[config.mk]
export PLATFORM = sky130hd
export DESIGN_NAME = dds_player
export DESIGN_NICKNAME = d
export VERILOG_FILES = /design/src/rtl/dds_pkg.sv /design/src/rtl/dds_lat_pipe.sv /design/src/rtl/dds_player.sv
export SDC_FILE = /design/constraint.sdc
export NUM_CORES = 1
export LEC_CHECK = 0
export ABC_AREA = 1
export CORE_AREA = 3 3 110 155
export CTS_BUF_LIST = sky130_fd_sc_hd__clkbuf_16
export CTS_CLUSTER_DIAMETER = 120
export CTS_CLUSTER_SIZE = 28
export DETAILED_ROUTE_END_ITERATION = 10
export DIE_AREA = 0 0 113 158
export GPL_TIMING_DRIVEN = 1
export SLEW_MARGIN = 5
export SYNTH_ARGS = -nofsm -noshare
export SYNTH_HDL_FRONTEND = slang
export SYNTH_SLANG_ARGS = --single-unit
[constraint.sdc]
create_clock -name clk -period 2.5 [get_ports clk]
set_input_delay 0.5 -clock clk [delete_from_list [all_inputs] [get_ports clk]]
set_output_delay 0.5 -clock clk [all_outputs]
set_load 0.1 [all_outputs]
[src/rtl/dds_pkg.sv]
// Shared types and default sizing for the DDS waveform player.
// Macro defaults apply only when the build does not override them.
`ifndef DATA_WIDTH
`define DATA_WIDTH 8
`endif
`ifndef DATA_DEPTH
`define DATA_DEPTH 256
`endif

package dds_pkg;

  localparam int unsigned PhaseWDefault = 32;
  localparam int unsigned RdLatDefault  = 2;
  localparam int unsigned ADDR_W        = $clog2(`DATA_DEPTH);

  typedef enum logic [1:0] {
    StIdle,
    StRun,
    StDrain
  } dds_state_e;

endpackage

[src/rtl/dds_lat_pipe.sv]
// Valid tracker: delays an issue strobe by Depth cycles to line up with RAM read data.
module dds_lat_pipe #(
  parameter int unsigned Depth = 2
) (
  input  logic clk_i,
  input  logic clear_i,
  input  logic valid_i,
  output logic valid_o
);

  if (Depth == 0) begin : g_bypass
    assign valid_o = valid_i;
  end else begin : g_pipe
    logic [Depth-1:0] pipe_q;

    always_ff @(posedge clk_i) begin
      if (clear_i) begin
        pipe_q <= '0;
      end else begin
        pipe_q[0] <= valid_i;
        for (int i = 1; i < Depth; i++) begin
          pipe_q[i] <= pipe_q[i-1];
        end
      end
    end

    assign valid_o = pipe_q[Depth-1];
  end

endmodule

[src/rtl/dds_player.sv]
// Direct digital synthesis player: walks a phase accumulator over an external
// waveform RAM and emits one registered sample per issued read.
`ifndef DATA_WIDTH
`define DATA_WIDTH 8
`endif
`ifndef DATA_DEPTH
`define DATA_DEPTH 256
`endif

module dds_player
  import dds_pkg::*;
#(
  parameter int unsigned DATA_WIDTH = `DATA_WIDTH,
  parameter int unsigned DATA_DEPTH = `DATA_DEPTH,
  parameter int unsigned PHASE_W    = PhaseWDefault,
  parameter int unsigned RD_LAT     = RdLatDefault,
  localparam int unsigned AddrW     = $clog2(DATA_DEPTH)
) (
  input  logic                  clk,
  input  logic                  rst_n,
  input  logic                  start,
  input  logic                  stop,
  input  logic                  ftw_load,
  input  logic [PHASE_W-1:0]    ftw,
  input  logic [AddrW-1:0]      pha_off,
  output logic [AddrW-1:0]      r_addr,
  input  logic [DATA_WIDTH-1:0] r_data,
  output logic [DATA_WIDTH-1:0] sample,
  output logic                  sample_valid,
  output logic                  busy,
  output logic                  wrap
);

  localparam int unsigned CntW = $clog2(RD_LAT + 2);

  dds_state_e state_q, state_d;
  logic [PHASE_W-1:0]    phase_q, phase_d;
  logic [PHASE_W-1:0]    ftw_q, ftw_d;
  logic [CntW-1:0]       drain_cnt_q, drain_cnt_d;
  logic                  wrap_q, wrap_d;
  logic [DATA_WIDTH-1:0] sample_q;
  logic                  sample_valid_q;
  logic                  issue;
  logic                  tail_valid;
  logic [PHASE_W:0]      acc;

  // Extra top bit captures the accumulator carry for the wrap pulse.
  assign acc = {1'b0, phase_q} + {1'b0, ftw_q};

  always_comb begin
    state_d     = state_q;
    phase_d     = phase_q;
    ftw_d       = ftw_q;
    drain_cnt_d = drain_cnt_q;
    wrap_d      = 1'b0;
    issue       = 1'b0;
    case (state_q)
      StIdle: begin
        if (start) begin
          state_d = StRun;
          phase_d = '0;
          ftw_d   = ftw;
        end
      end
      StRun: begin
        issue   = 1'b1;
        phase_d = acc[PHASE_W-1:0];
        wrap_d  = acc[PHASE_W];
        if (ftw_load) begin
          ftw_d = ftw;
        end
        if (stop) begin
          state_d     = StDrain;
          drain_cnt_d = '0;
        end
      end
      StDrain: begin
        // Hold off IDLE until the last issued read has surfaced as a sample.
        if (drain_cnt_q == CntW'(RD_LAT)) begin
          state_d = StIdle;
        end else begin
          drain_cnt_d = drain_cnt_q + 1'b1;
        end
      end
      default: state_d = StIdle;
    endcase
  end

  always_ff @(posedge clk) begin
    if (!rst_n) begin
      state_q     <= StIdle;
      phase_q     <= '0;
      ftw_q       <= '0;
      drain_cnt_q <= '0;
      wrap_q      <= 1'b0;
    end else begin
      state_q     <= state_d;
      phase_q     <= phase_d;
      ftw_q       <= ftw_d;
      drain_cnt_q <= drain_cnt_d;
      wrap_q      <= wrap_d;
    end
  end

  dds_lat_pipe #(
    .Depth (RD_LAT)
  ) u_lat_pipe (
    .clk_i   (clk),
    .clear_i (~rst_n),
    .valid_i (issue),
    .valid_o (tail_valid)
  );

  always_ff @(posedge clk) begin
    if (!rst_n) begin
      sample_q       <= '0;
      sample_valid_q <= 1'b0;
    end else if (tail_valid) begin
      sample_q       <= r_data;
      sample_valid_q <= 1'b1;
    end else begin
      sample_valid_q <= 1'b0;
    end
  end

  assign r_addr       = phase_q[PHASE_W-1 -: AddrW] + pha_off;
  assign sample       = sample_q;
  assign sample_valid = sample_valid_q;
  assign busy         = (state_q != StIdle);
  assign wrap         = wrap_q;

endmodule

==> impl_metrics.env <==
export IMPL_die_height_um=158
export IMPL_detailed_place_hpwl_um=11600
export IMPL_cp_arrival_ns=2.01
export IMPL_first_global_vias=5187
export IMPL_reg2reg_slack_ns=0.32
export IMPL_final_min_period_over_clock_period=1.00
export IMPL_startpoint_type="register"
export IMPL_worst_slew_pin_slew_ns=0.472
export IMPL_yosysSeqAreaShare=0.291
export IMPL_timing_setup_tns_ns=-0.0101
export IMPL_pre_cts_ws_ns=-0.395
export IMPL_power_static_leakage_nw=3.52
export IMPL_antenna_diode_count=0
export IMPL_grt_first_pass_wirelength_um=24200
export IMPL_highest_signal_layer="met4"
export IMPL_drt_drc_violations_left=0
export IMPL_htree_num_levels=3
export IMPL_max_clock_path_buffers=2
export IMPL_synthesis_yosys_warnings=0
export IMPL_initial_utilization=0.351
export IMPL_worst_endpoint_required_ns=2.00
export IMPL_failed_checks="setup timing"
export IMPL_finalSetupViolations=1
export IMPL_met1Wirelength_um=6310
export IMPL_synth_distinct_cells=38
export IMPL_tritoncts_clock_tree="done"
export IMPL_num_vias=5471
export IMPL_ioPinCount=72
export IMPL_detail_route_wl_per_cell_um=12.8
export IMPL_met2_routed_length_um=7840
export IMPL_post_cts_hold_buffer_count=0
export IMPL_final_hold_viol_count=0
export IMPL_utilization=0.454
export IMPL_num_rows=54
export IMPL_worst_slew_margin_rel=0.684
export IMPL_leading_register_cell_type_out_of_synthesis="sky130_fd_sc_hd__dfxtp_1"
export IMPL_cap_viol_max_count=0
export IMPL_layout_setup_ws_ns=-0.0101
export IMPL_cts_reportedPaths_clkPinSlew_ns=0.07
export IMPL_power_ir_vdd_worst_uv=277
export IMPL_cts_root_buf="sky130_fd_sc_hd__clkbuf_16"
export IMPL_io_buffer_count=71
export IMPL_pwr_density_cell_mw_per_mm2=547
export IMPL_postRouteWirelength_um=14900
export IMPL_grt_remaining_overflow=0
export IMPL_via_density=4.68
export IMPL_route_met3_wl_um=426
export IMPL_finalClockSkew_ns=0.00717
export IMPL_max_freq_mhz=398
export IMPL_layout_area_overhead_vs_synth_pct=29.2
export IMPL_critical_path_max_fanout=2
export IMPL_place_congestion=0.915
export IMPL_drt_pass1_iter_count=5
export IMPL_result_of_the_run="complete, but fails checks"
export IMPL_worst_hold_path_type="register to register"
export IMPL_setup_worst_path_class="register to primary output"
export IMPL_share_of_flip_flops_with_an_asynchronous_set_or_reset_after_synthesis=0
export IMPL_grt_util_all_layers=0.167
export IMPL_layout_common_cells="sky130_fd_sc_hd__nand2_1 (244), sky130_fd_sc_hd__inv_1 (134), sky130_fd_sc_hd__nor2_1 (121), sky130_fd_sc_hd__dfxtp_1 (77), sky130_fd_sc_hd__a21oi_1 (63)"
export IMPL_placed_cells=1148
export IMPL_final_min_clock_period_ns=2.51
export IMPL_setup_repair_after_global_routing_missed_its_margin="yes"
export IMPL_critical_path_end_type="primary output"
export IMPL_detail_route_antenna_nets=0
export IMPL_fp_coreArea_mm2=0.0157
export IMPL_slew_violations=0
export IMPL_dieArea_mm2=0.0179
export IMPL_number_of_nets_in_the_layout=1062
export IMPL_ys_seq_elements=80
export IMPL_post_synthesis_instance_area_mm2=0.00550
export IMPL_antenna_violations_before_repair=0
export IMPL_final_common_cell="sky130_fd_sc_hd__nand2_1"
export IMPL_final_cell_count_no_fill=1168
export IMPL_numCtsBuffers=9
export IMPL_synth_avg_cell_area_um2=6.23
export IMPL_numClockSinks=80
export IMPL_synthesized_instance_count=884
export IMPL_syn_nets=979
export IMPL_dieWidth_um=113
export IMPL_worstSkewPairLatency_ns=0.35
export IMPL_detailedRoute_firstIterationViolations=145
export IMPL_grt_max_degree=35
export IMPL_synth_edf_count=0
export IMPL_layout_drive_gt1_share=0.137
[worst paths after layout]
check,cells past startpoint,start,end
worst max-delay path,9,phase_q[24],r_addr[6]
worst min-delay path,2,u_lat_pipe.g_pipe.pipe_q[0],u_lat_pipe.g_pipe.pipe_q[1]
worst max register to register,13,ftw_q[0],phase_q[28]
worst min register to register,2,u_lat_pipe.g_pipe.pipe_q[0],u_lat_pipe.g_pipe.pipe_q[1]
[layer usage]
metal  up-vias  global-route usage
met5         -                   0
met2        75               0.316
met3        22              0.0264
met1      2444               0.188
li1       2930                   -
met4         0              0.0596
[timing repair]
item | in CTS | in global routing
setup endpoints to repair | 6 | 3
buffers inserted | 3 | 1
pin swaps | 18 | 13
resized for setup | 26 | 6
[cell type report]
| type | instances | area, µm² |
|---|---|---|
| Clock buffer | 9 | 225 |
| Tap cell | 196 | 245 |
| Timing Repair Buffer | 93 | 908 |
| Clock inverter | 7 | 110 |
| Fill cell | 1669 | 8560 |
| Inverter | 139 | 522 |
| Multi-Input combinational cell | 644 | 3490 |
| Sequential cell | 80 | 1610 |
[cell usage after synthesis, drive strengths merged, types with 5 or more instances]
library cell,n,area share
nand2,258,0.18
inv,138,0.094
nor2,132,0.095
dfxtp,80,0.29
a21oi,70,0.066
o21ai,57,0.052
nand3,49,0.055
ha,40,0.091
clkbuf,14,0.011
buf,7,0.0061
nor3,5,0.0064
xor2,5,0.0080
[report_power, final]
part	switching (mW)	internal (mW)	total (mW)	leakage, nW
Combinational	0.604	0.372	0.975	2.70
Sequential	0.0571	1.37	1.42	0.656
Clock	0.600	0.895	1.49	0.160
[kinds of logic after synthesis]
logic type | after synthesis | synth area share
AND/OR/NAND/NOR | 456 | 0.352
buffers and inverters | 160 | 0.112
XOR/XNOR | 7 | 0.0111
flip-flops | 80 | 0.291
AO/OA/AOI/OAI | 139 | 0.135
adder cells (fa/ha/maj) | 42 | 0.0982
[state kept, by name, indices dropped and copies added, names as in the netlist]
signal	flops
ftw_q	32
phase_q	32
sample	8
drain_cnt_q	2
state_q	2
u_lat_pipe.g_pipe.pipe_q	2
sample_valid	1
wrap	1
[metrics by stage]
step / cell area (µm²) / hold WS [ns] / power, mW
5_1_grt: 7110 / 0.457 / 4.08
3_3_place_gp: 6670 / 0.396 / 2.41
6_report: 7110 / 0.415 / 3.89
2_1_floorplan: 5620 / 0.390 / 2.10
3_5_place_dp: 6670 / 0.406 / 2.42
4_1_cts: 7110 / 0.418 / 3.94
[critical path, stage by stage, from the launching register on]
cell and delay [ns]:
sky130_fd_sc_hd__dfxtp_2 0.35, sky130_fd_sc_hd__ha_4 0.14, sky130_fd_sc_hd__inv_2 0.04, sky130_fd_sc_hd__fa_2 0.36
sky130_fd_sc_hd__o21ai_4 0.18, sky130_fd_sc_hd__a21oi_2 0.07, sky130_fd_sc_hd__nor2_1 0.11, sky130_fd_sc_hd__nor2_2 0.08
sky130_fd_sc_hd__xnor2_4 0.15, sky130_fd_sc_hd__buf_12 0.19
No activity file was read; power rests on OpenSTA's default activity.
